===== config.mk =====
export PLATFORM = sky130hd
export DESIGN_NAME = fetch_unit_flat
export DESIGN_NICKNAME = d
export VERILOG_FILES = /design/src/rtl/fetch_pkg.sv /design/src/rtl/fetch_if.sv /design/src/rtl/fetch_target_mux.sv /design/src/rtl/fetch_unit.sv /design/src/flat_wrapper.sv
export SDC_FILE = /design/constraint.sdc
export NUM_CORES = 1
export LEC_CHECK = 0
export BUFFER_PORTS_ARGS = -buffer_cell sky130_fd_sc_hd__buf_2
export CAP_MARGIN = 20
export CORE_UTILIZATION = 50
export DETAILED_ROUTE_END_ITERATION = 10
export HOLD_SLACK_MARGIN = 0.1
export PLACE_DENSITY = 0.88
export SYNTH_ARGS = -nofsm -noshare
export SYNTH_HDL_FRONTEND = slang
export SYNTH_SLANG_ARGS = --single-unit
export TNS_END_PERCENT = 1

===== constraint.sdc =====
create_clock -name Clk -period 6.5 [get_ports Clk]
set_clock_uncertainty 0.15 [all_clocks]
set_input_delay 1.3 -clock Clk [delete_from_list [all_inputs] [get_ports Clk]]
set_output_delay 1.3 -clock Clk [all_outputs]
set_load 0.1 [all_outputs]

===== src/rtl/fetch_pkg.sv =====
// fetch_pkg: shared types and helpers for the IF-stage fetch unit.
// State encoding, reset PC default and the j/jal target function.
package fetch_pkg;

    typedef enum logic [1:0] {
        FS_REQ,
        FS_HOLD,
        FS_DROP
    } fstate_e;

    localparam logic [31:0] RESET_PC_DEF = 32'h0000_3000;

    function automatic logic [31:0] jump_target(
        input logic [31:0] pc4,
        input logic [25:0] idx
    );
        return {pc4[31:28], idx, 2'b00};
    endfunction

endpackage


===== src/rtl/fetch_if.sv =====
// fetch_if: instruction-memory request/response bundle.
// Request is a level held stable until the cycle of im_ack.
interface fetch_if;
    logic        im_req;
    logic [31:0] im_addr;
    logic        im_ack;
    logic [31:0] im_rdata;

    modport master (
        output im_req,
        output im_addr,
        input  im_ack,
        input  im_rdata
    );

    modport slave (
        input  im_req,
        input  im_addr,
        output im_ack,
        output im_rdata
    );
endinterface


===== src/rtl/fetch_target_mux.sv =====
// fetch_target_mux: ID-resolved redirect detect and target select.
// Priority is jr over jump over taken branch.
module fetch_target_mux
    import fetch_pkg::*;
(
    input  logic        Branch,
    input  logic [31:0] BrOffset,
    input  logic        jump,
    input  logic [25:0] jumpstr,
    input  logic        jr,
    input  logic [31:0] JrAddr,
    input  logic [31:0] BrPC,
    output logic        redirect,
    output logic [31:0] target
);

    logic [31:0] pc4;

    assign pc4 = BrPC + 32'd4;

    always_comb begin
        redirect = jr | jump | Branch;
        target   = pc4 + (BrOffset << 2);
        priority case (1'b1)
            jr:      target = {JrAddr[31:2], 2'b00};
            jump:    target = jump_target(pc4, jumpstr);
            default: target = pc4 + (BrOffset << 2);
        endcase
    end

endmodule


===== src/rtl/fetch_unit.sv =====
// fetch_unit: IF stage - PC, imem requests, IF/ID hold/flush, redirects.
// Optional FETCH_PERF_CNT_EN adds saturating fetch/bubble/redirect counters.
module fetch_unit
    import fetch_pkg::*;
#(
    parameter logic [31:0] RESET_PC = RESET_PC_DEF
`ifdef FETCH_PERF_CNT_EN
    ,
    parameter int CNT_W = 32
`endif
) (
    input  logic        Clk,
    input  logic        PcReSet_n,
    input  logic        Stall,
    input  logic        Branch,
    input  logic [31:0] BrOffset,
    input  logic        jump,
    input  logic [25:0] jumpstr,
    input  logic        jr,
    input  logic [31:0] JrAddr,
    input  logic [31:0] BrPC,
    fetch_if.master     imem,
    output logic [31:0] PC,
    output logic [31:0] jalPC,
    output logic [31:0] jrPC,
    output logic [31:0] OpCode,
    output logic        Nop,
    output logic        IF_Flush
`ifdef FETCH_PERF_CNT_EN
    ,
    output logic [CNT_W-1:0] FetchCnt,
    output logic [CNT_W-1:0] BubbleCnt,
    output logic [CNT_W-1:0] RedirCnt
`endif
);

    fstate_e     state_q, state_d;
    logic [31:0] pc_q, pc_d;
    logic [31:0] buf_q, buf_d;
    logic [31:0] drop_q, drop_d;
    logic        req_en_q, req_en_d;
    logic [31:0] pc_inc, target;
    logic        req, ack, redirect;

    fetch_target_mux u_mux (
        .Branch   (Branch),
        .BrOffset (BrOffset),
        .jump     (jump),
        .jumpstr  (jumpstr),
        .jr       (jr),
        .JrAddr   (JrAddr),
        .BrPC     (BrPC),
        .redirect (redirect),
        .target   (target)
    );

    // req_en_q keeps im_req low until the first edge after reset release
    assign req_en_d     = 1'b1;
    assign pc_inc       = pc_q + 32'd4;
    assign req          = (state_q == FS_DROP) |
                          ((state_q == FS_REQ) & req_en_q);
    assign ack          = req & imem.im_ack;
    assign imem.im_req  = req;
    assign imem.im_addr = (state_q == FS_DROP) ? drop_q : pc_q;
    assign Nop          = Stall & ~redirect;
    assign jalPC        = PC + 32'd4;
    assign jrPC         = pc_d;

    always_comb begin
        state_d  = state_q;
        pc_d     = pc_q;
        buf_d    = buf_q;
        drop_d   = drop_q;
        OpCode   = '0;
        PC       = pc_q;
        IF_Flush = 1'b1;
        unique case (state_q)
            FS_REQ: begin
                if (ack) begin
                    OpCode   = imem.im_rdata;
                    IF_Flush = 1'b0;
                    if (Stall) begin
                        buf_d   = imem.im_rdata;
                        state_d = FS_HOLD;
                    end else begin
                        pc_d = pc_inc;
                    end
                end
            end
            FS_HOLD: begin
                OpCode   = buf_q;
                IF_Flush = 1'b0;
                if (!Stall) begin
                    pc_d    = pc_inc;
                    state_d = FS_REQ;
                end
            end
            FS_DROP: begin
                if (ack) state_d = FS_REQ;
            end
            default: state_d = FS_REQ;
        endcase
        // an unanswered request must drain at its old address
        if (redirect) begin
            OpCode   = '0;
            IF_Flush = 1'b1;
            pc_d     = target;
            state_d  = (req & ~ack) ? FS_DROP : FS_REQ;
            if (state_q != FS_DROP) drop_d = pc_q;
        end
    end

    always_ff @(posedge Clk or negedge PcReSet_n) begin
        if (!PcReSet_n) begin
            state_q  <= FS_REQ;
            pc_q     <= RESET_PC;
            buf_q    <= '0;
            drop_q   <= '0;
            req_en_q <= 1'b0;
        end else begin
            state_q  <= state_d;
            pc_q     <= pc_d;
            buf_q    <= buf_d;
            drop_q   <= drop_d;
            req_en_q <= req_en_d;
        end
    end

`ifdef FETCH_PERF_CNT_EN
    localparam logic [CNT_W-1:0] CNT_ONE = 1;

    logic             deliver, bubble;
    logic [CNT_W-1:0] fetch_cnt_q, fetch_cnt_d;
    logic [CNT_W-1:0] bubble_cnt_q, bubble_cnt_d;
    logic [CNT_W-1:0] redir_cnt_q, redir_cnt_d;

    function automatic logic [CNT_W-1:0] sat_inc(
        input logic [CNT_W-1:0] v,
        input logic             en
    );
        return (en && !(&v)) ? v + CNT_ONE : v;
    endfunction

    assign deliver = ~redirect & ~Stall &
                     (((state_q == FS_REQ) & ack) | (state_q == FS_HOLD));
    assign bubble  = IF_Flush & ~redirect;

    always_comb begin
        fetch_cnt_d  = sat_inc(fetch_cnt_q, deliver);
        bubble_cnt_d = sat_inc(bubble_cnt_q, bubble);
        redir_cnt_d  = sat_inc(redir_cnt_q, redirect);
    end

    always_ff @(posedge Clk or negedge PcReSet_n) begin
        if (!PcReSet_n) begin
            fetch_cnt_q  <= '0;
            bubble_cnt_q <= '0;
            redir_cnt_q  <= '0;
        end else begin
            fetch_cnt_q  <= fetch_cnt_d;
            bubble_cnt_q <= bubble_cnt_d;
            redir_cnt_q  <= redir_cnt_d;
        end
    end

    assign FetchCnt  = fetch_cnt_q;
    assign BubbleCnt = bubble_cnt_q;
    assign RedirCnt  = redir_cnt_q;
`endif

endmodule

===== src/flat_wrapper.sv =====
// flat-port wrapper written by rule: the top's interface ports become plain ports
module fetch_unit_flat import fetch_pkg::*;
#(
    parameter logic [31:0] RESET_PC = RESET_PC_DEF

)
  (Clk, PcReSet_n, Stall, Branch, BrOffset, jump, jumpstr, jr, JrAddr, BrPC, PC, jalPC, jrPC, OpCode, Nop, IF_Flush, imem_im_req, imem_im_addr, imem_im_ack, imem_im_rdata);
  fetch_if imem_i ();
  input  logic Clk;
  input  logic PcReSet_n;
  input  logic Stall;
  input  logic Branch;
  input  logic [31:0] BrOffset;
  input  logic jump;
  input  logic [25:0] jumpstr;
  input  logic jr;
  input  logic [31:0] JrAddr;
  input  logic [31:0] BrPC;
  output logic [31:0] PC;
  output logic [31:0] jalPC;
  output logic [31:0] jrPC;
  output logic [31:0] OpCode;
  output logic Nop;
  output logic IF_Flush;
  output wire logic [$bits(imem_i.im_req)-1:0] imem_im_req;
  output wire logic [$bits(imem_i.im_addr)-1:0] imem_im_addr;
  input wire logic [$bits(imem_i.im_ack)-1:0] imem_im_ack;
  input wire logic [$bits(imem_i.im_rdata)-1:0] imem_im_rdata;
  assign imem_im_req = imem_i.im_req;
  assign imem_im_addr = imem_i.im_addr;
  assign imem_i.im_ack = imem_im_ack;
  assign imem_i.im_rdata = imem_im_rdata;
  fetch_unit #(.RESET_PC(RESET_PC)) u_core (.Clk(Clk), .PcReSet_n(PcReSet_n), .Stall(Stall), .Branch(Branch), .BrOffset(BrOffset), .jump(jump), .jumpstr(jumpstr), .jr(jr), .JrAddr(JrAddr), .BrPC(BrPC), .imem(imem_i), .PC(PC), .jalPC(jalPC), .jrPC(jrPC), .OpCode(OpCode), .Nop(Nop), .IF_Flush(IF_Flush));
endmodule

==> metrics.md, run 1 <==
| Metric | Value |
|---|---|
| Run status | `complete, no violations` |
| Syn_nets | `1089` |
| Hpwl dp | `20600 um` |
| Fill cells | `1266` |
| Synth Area per Inst | `9.02 um2` |
| Distinct cells, synth | `69` |
| FF-to-FF End | `u_core.PC[20]` |
| Detailed Route Iter0 Violations | `510` |
| Number of top-level pins | `324` |
| IO Port Bufs | `319` |
| Combinational Power Share | `53.6%` |
| Layout Cells excl Fill | `1391` |
| Hold Fails Final Rpt | `0` |
| Drt drc | `0` |
| Worst Path Max Fanout | `6` |
| Die area | `16600 um2` |
| #FFs+latches synth | `99` |
| Vias in the first global route | `7625` |
| Worst-margin pin slew | `1.00 ns` |
| CP peak stage delay | `0.31 ns` |
| Predominant post-synthesis flop cell | `dfrtp_1` |
| Clock sink count | `99` |
| Slew Viols, Final | `0` |
| R2R depth | `8` |
| Final #Nets | `1373` |
| WL met2 | `13200 um` |
| PwrDens | `276 nW/um2` |
| Gr usage total | `30.5%` |
| Worst EP required | `5.05 ns` |
| Area leader, netlist | `dfrtp_1` |
| Clock buffer depth | `2` |
| Mapped Area | `8040 um2` |
| Initial antenna violation count | `1` |
| Setup crit start | `BrPC[4]` |
| Reg clk slew, reported paths | `0.07 ns` |
| Worst skew pair latency | `0.34 ns` |
| Synth cell count leaders | `97 x dfrtp_1, 91 x mux2_2, 90 x nor2_1` |
| Root buf cell | `clkbuf_16` |
| Switching pwr | `1.47 mW` |
| Net Sw Frac | `51.6%` |
| GP Congestion | `0.937` |
| Min-Delay Path Class | `flip-flop to flip-flop` |
| Routed Antenna Nets | `0` |
| Worst Path Arrival | `4.86 ns` |
| Post-synth ARST share | `100%` |
| Setup crit end kind | `output port` |
| MaxCap Viol Count | `0` |
| Die Wd | `129 um` |
| Slew headroom | `33.1%` |
| Layout cell share with drive strength beyond 1 | `40.7%` |
| Starting density of the core | `52.1%` |
| Largest net degree at the start of global routing | `61` |
| Antenna Cells | `0` |
| Reg-to-Reg Start | `u_core.PC[3]` |
| Fin crit share | `97.1%` |
| Grt total ovfl | `0` |
| Final min period | `6.31 ns` |
| Placed Area | `9990 um2` |
| FF-to-FF setup slack | `3.22 ns` |
| Cell leakage power | `4.77 nW` |
| M1 wire length | `10100 um` |
| Post-synthesis cell count | `891` |
| Critical path, cell by cell | `buf_2, and2_1, and4_1, and4_2, nand4_1, xnor2_2, ha_1, and3_1, o21ai_0, a211o_1, o21a_1, o21ai_1, a21oi_2, o21bai_1, xnor2_1, a221oi_2, buf_4, buf_12` |
| Yosys top cell area share | `30.2%` |
| Synthesis Warnings | `0` |
| CP Class | `primary input to output port` |
| Total number of vias | `8190` |
| Setup crit end | `jrPC[24]` |
| Vias/cell | `5.89` |
| Area growth, synth to finish | `28.8%` |
| Routed len/inst | `18.9 um` |
| Fmax | `158 MHz` |
| Max rail drop VDD | `169 uV` |
| CTS tree | `done` |
| Final Setup Violations | `0` |
| Cell at the slowest stage of the critical path | `and4_2` |
| Die H | `129 um` |
| Sequential share of power | `28.7%` |
| Pre-CTS setup slack | `0.142 ns` |
| Row count | `45` |
| Worst Hold Launch | `u_core.drop_q[27]` |
| Sequential fraction of the synthesis area | `30.9%` |
| Routed met3 length | `2180 um` |
| Most common cell in the netlist | `dfrtp_1` |
| Drt pass-1 iters | `7` |
| WL final | `26300 um` |
| CTS buffer count | `9` |
| Highest Signal Layer | `met4` |
| Share of total power in the clock network | `17.7%` |
| Setup tns final | `0 ns` |
| # placed instances | `1373` |
| Internal | `1.38 mW` |
| H-tree depth | `3` |
| Core box area | `15400 um2` |
| RSZ-0062 raised after global routing | `yes` |
| Top cells by area, synth | `dfrtp_1 30%, mux2_2 13%, xnor2_1 7.1%` |
| Hold Slack | `0.343 ns` |
| First-pass GRT wire length | `38900 um` |
| CP Launch Type | `primary input` |
| EDFF count, synth | `0` |
| Post-Layout Inst Area | `10300 um2` |
| Setup ws final | `0.190 ns` |
[cell families (layout without fill, tap and decap cells)]
family,after synthesis,after routing,synth area share (%)
flip-flops,99,99,30.9
buffers and inverters,82,371,4.27
AO/OA/AOI/OAI,198,198,17.5
AND/OR/NAND/NOR,269,269,16.2
other,1,1,0.0467
XOR/XNOR,110,110,12.0
multiplexers,95,95,13.2
adder cells (fa/ha/maj),37,37,5.85
[per-stage QoR]
stage,power [mW],util (%)
4_1_cts,2.85,66.6
3_5_place_dp,2.34,64.8
3_3_place_gp,2.31,64.8
2_1_floorplan,2.00,-
5_1_grt,2.96,67.1
6_report,2.85,67.1
[power groups by stage]
stage	Sequential [mW]	Clock, mW	Combinational [mW]
floorplan	0.948	0	1.05
detailed placement	0.829	0	1.51
global route	0.834	0.543	1.58
global placement	0.818	0	1.49
CTS	0.817	0.514	1.51
finish	0.820	0.504	1.53
[sequential cells by signal (all words and copies together), names as in the netlist]
signal	flops
u_core.state_q	2
u_core.drop_q	32
u_core.req_en_q	1
u_core.buf_q	32
u_core.PC	32
[what timing repair did]
action,CTS,global route
buffers inserted,0,2
setup endpoints to repair,0,11
hold buffers,0,0
gates resized for setup,0,11
[worst max-delay path: cells and delay by family]
| kind | cells | cell delay (ns) |
|---|---|---|
| AO/OA/AOI/OAI | 7 | 1.35 |
| AND/OR/NAND/NOR | 5 | 1.10 |
| buffers and inverters | 3 | 0.46 |
| adder cells (fa/ha/maj) | 1 | 0.31 |
| XOR/XNOR | 2 | 0.33 |
[routing by layer]
layer  up-vias  global-route usage, %
li1       3785                      -
met5         -                      0
met3        68                   6.40
met4         0                   12.0
met1      3895                   35.8
met2       442                   54.3
[layout make-up]
| type | instances | area (um2) | share of cell area, % |
|---|---|---|---|
| inverters | 19 | 71.3 | 0.689 |
| clock buffers | 13 | 260 | 2.51 |
| multi-input cells | 710 | 5320 | 51.4 |
| well taps | 211 | 264 | 2.55 |
| clock inverters | 3 | 22.5 | 0.218 |
| flip-flops and latches | 99 | 2480 | 24.0 |
| repair buffers | 336 | 1940 | 18.7 |
[placed cells by master (no fill, tap or decap), drive strengths merged, types with 19 or more instances in the layout]
| cell | n |
|---|---|
| buf | 336 |
| dfrtp | 97 |
| nor2 | 93 |
| mux2 | 91 |
| nand2 | 76 |
| xnor2 | 65 |
| a22oi | 54 |
| xor2 | 45 |
| ha | 36 |
| nand3 | 36 |
| a21oi | 34 |
| o21ai | 28 |
| inv | 19 |
[worst min path at each step]
stage                   endpoint  slack [ns]  cells after the start
3_5_place_dp   u_core.drop_q[27]        0.33                      2
5_1_grt         u_core.buf_q[22]        0.36                      1
3_3_place_gp   u_core.drop_q[27]        0.31                      2
6_report       u_core.drop_q[27]        0.34                      2
4_1_cts        u_core.drop_q[27]        0.34                      2
2_1_floorplan  u_core.drop_q[19]        0.30                      2
(Power assumes the default switching activity.)
==> run 2, diff against run 1 <==
--- a/config.mk
+++ b/config.mk
@@ -11,6 +11,7 @@
 export DETAILED_ROUTE_END_ITERATION = 10
 export HOLD_SLACK_MARGIN = 0.1
 export PLACE_DENSITY = 0.88
+export RECOVER_POWER = 25
 export SYNTH_ARGS = -nofsm -noshare
 export SYNTH_HDL_FRONTEND = slang
 export SYNTH_SLANG_ARGS = --single-unit
==> metrics.md, run 2 (same netlist as run 1, synthesis figures left out) <==
| Metric | Value |
|---|---|
| MaxCap Viol Count | `1 (was 0)` |
| Setup crit end kind | `output port (unchanged)` |
| Drt drc | `0 (unchanged)` |
| Worst skew pair latency | `0.34 ns (about the same)` |
| Core box area | `15400 um2 (unchanged)` |
| Max rail drop VDD | `169 uV (about the same)` |
| Overall power | `2.85 mW (about the same)` |
| Die area | `16600 um2 (unchanged)` |
| Row count | `45 (unchanged)` |
| Post-Layout Inst Area | `10300 um2 (about the same)` |
| Worst Path Max Fanout | `7 (was 6)` |
| CTS tree | `done (unchanged)` |
| Multi-input gate area | `5320 um2 (unchanged)` |
| Starting density of the core | `52.1% (unchanged)` |
| Worst-margin pin slew | `2.06 ns (was 1.00 ns)` |
| Worst Path Arrival | `4.87 ns (was 4.86 ns)` |
| Final min period | `6.32 ns (was 6.31 ns)` |
| Detailed Route Iter0 Violations | `476 (was 510)` |
| CP Launch Type | `primary input (unchanged)` |
| H-tree depth | `3 (unchanged)` |
| Worst EP required | `5.05 ns (about the same)` |
| Final #Nets | `1373 (unchanged)` |
| Total number of vias | `8188 (was 8190)` |
| Vias in the first global route | `7625 (unchanged)` |
| Placed Area | `9990 um2 (unchanged)` |
| RSZ-0062 raised after global routing | `yes (unchanged)` |
| Routed Antenna Nets | `0 (unchanged)` |
| Fmax | `158 MHz (about the same)` |
| Hold-fix buffers, CTS | `0 (unchanged)` |
| Routed len/inst | `18.8 um (was 18.9 um)` |
| Die H | `129 um (unchanged)` |
| GP Congestion | `0.937 (unchanged)` |
| CP Class | `primary input to output port (unchanged)` |
| Run status | `finished, violations left (was complete, no violations)` |
| Final Setup Violations | `0 (unchanged)` |
| WL final | `26200 um (was 26300 um)` |
| Setup crit start | `BrPC[4] (unchanged)` |
| Grt total ovfl | `0 (unchanged)` |
| Number of top-level pins | `324 (unchanged)` |
| Die Wd | `129 um (unchanged)` |
| Fin crit share | `97.3% (was 97.1%)` |
| Worst Hold Launch | `u_core.drop_q[27] (unchanged)` |
| Failing checks | `max-capacitance violations, max-slew violations` |
| Initial antenna violation count | `1 (unchanged)` |
| Root buf cell | `clkbuf_16 (unchanged)` |
| Antenna Cells | `0 (unchanged)` |
| Largest net degree at the start of global routing | `61 (unchanged)` |
| Hold Fails Final Rpt | `0 (unchanged)` |
| Gr usage total | `30.5% (unchanged)` |
| CTS buffer count | `9 (unchanged)` |
| Min-Delay Path Class | `flip-flop to flip-flop (unchanged)` |
| Vias/cell | `5.89 (about the same)` |
| Fill cells | `1269 (was 1266)` |
| Clock sink count | `99 (unchanged)` |
| Slew headroom | `-37.5% (was 33.1%)` |
| Reg-to-Reg Start | `u_core.PC[3] (unchanged)` |
| Cell leakage power | `4.77 nW (about the same)` |
| Layout cell share with drive strength beyond 1 | `40.6% (was 40.7%)` |
| Most frequent cells in the layout | `304 x buf_2, 97 x dfrtp_1, 91 x mux2_2 (unchanged)` |
| Most common cell after layout, fill and taps aside | `buf_2 (unchanged)` |
| First-pass GRT wire length | `38900 um (unchanged)` |
| Slew Viols, Final | `41 (was 0)` |
| IO Port Bufs | `319 (unchanged)` |
| PwrDens | `276 nW/um2 (about the same)` |
| Drt pass-1 iters | `6 (was 7)` |
| Reg clk slew, reported paths | `0.07 ns (about the same)` |
| Area growth, synth to finish | `28.7% (was 28.8%)` |
| FF+latch area | `2480 um2 (unchanged)` |
| Clock buffer depth | `2 (unchanged)` |
| Hpwl dp | `20600 um (unchanged)` |
==> run 2: cell types whose count changed in the layout (fill, tap and decap cells not counted), sizes merged <==
cell    previous run  this run
clkbuf            13        15
buf              336       334
==> run 2: per-layer routing <==
metal	wire length [um]	up-vias	global-route usage, %
met5	0	-	0
met4	840	0	12.0
met3	2040	75	6.40
met2	13200	429	54.3
met1	10100	3895	35.8
li1	-	3789	-
==> run 2: critical path, cell delays in order <==
cell,delay [ns]
buf_2,0.11
and2_1,0.17
and4_1,0.26
and4_2,0.31
nand2_1,0.11
nor2_4,0.18
nand2_1,0.09
xnor2_1,0.13
ha_1,0.39
a21o_1,0.19
a21o_1,0.18
a221o_1,0.33
a21oi_1,0.15
o21ai_0,0.12
mux2i_1,0.14
a211oi_1,0.28
o21a_1,0.22
buf_12,0.19
==> run 2: final cells by class <==
class | instances | share of cell area, %
multi-input combinational | 710 | 51.4
clock buffer | 13 | 2.52
timing repair buffer | 336 | 18.7
sequential | 99 | 24.0
tap | 211 | 2.55
inverter | 19 | 0.689
clock inverter | 3 | 0.218
==> run 2: per-stage QoR <==
stage          instances  setup TNS, ns  util, %  hold slack, ns  setup WS, ns
4_1_cts             1389              0     66.6           0.345         0.135
5_1_grt             1391        -0.0519     67.0           0.363       -0.0280
2_1_floorplan        891          -4.07        -           0.300        -0.486
6_report            1391              0     67.0           0.345         0.178
3_5_place_dp        1373              0     64.8           0.329         0.142
3_3_place_gp        1373              0     64.8           0.312         0.214
==> run 2: timing repair <==
action,CTS,global route
buffers inserted,0,2
endpoints found under the setup margin,0,11
resized for setup,0,11
==> run 2: final timing paths <==
path | depth (start not counted) | endpoint | slack, ns
max | 18 | jrPC[27] | 0.18
min reg2reg | 2 | u_core.drop_q[27] | 0.34
max in group asynchronous | 2 | u_core.buf_q[22] | 2.45
min | 2 | u_core.drop_q[27] | 0.34
min in group asynchronous | 1 | u_core.buf_q[27] | 1.39
max reg2reg | 8 | u_core.PC[20] | 3.22
==> run 2: power breakdown <==
group          internal, mW  leakage [nW]  switching, mW  total (mW)
clock network         0.281         0.128          0.225       0.506
registers             0.720          1.18         0.0996       0.820
logic                 0.381          3.46           1.15        1.53
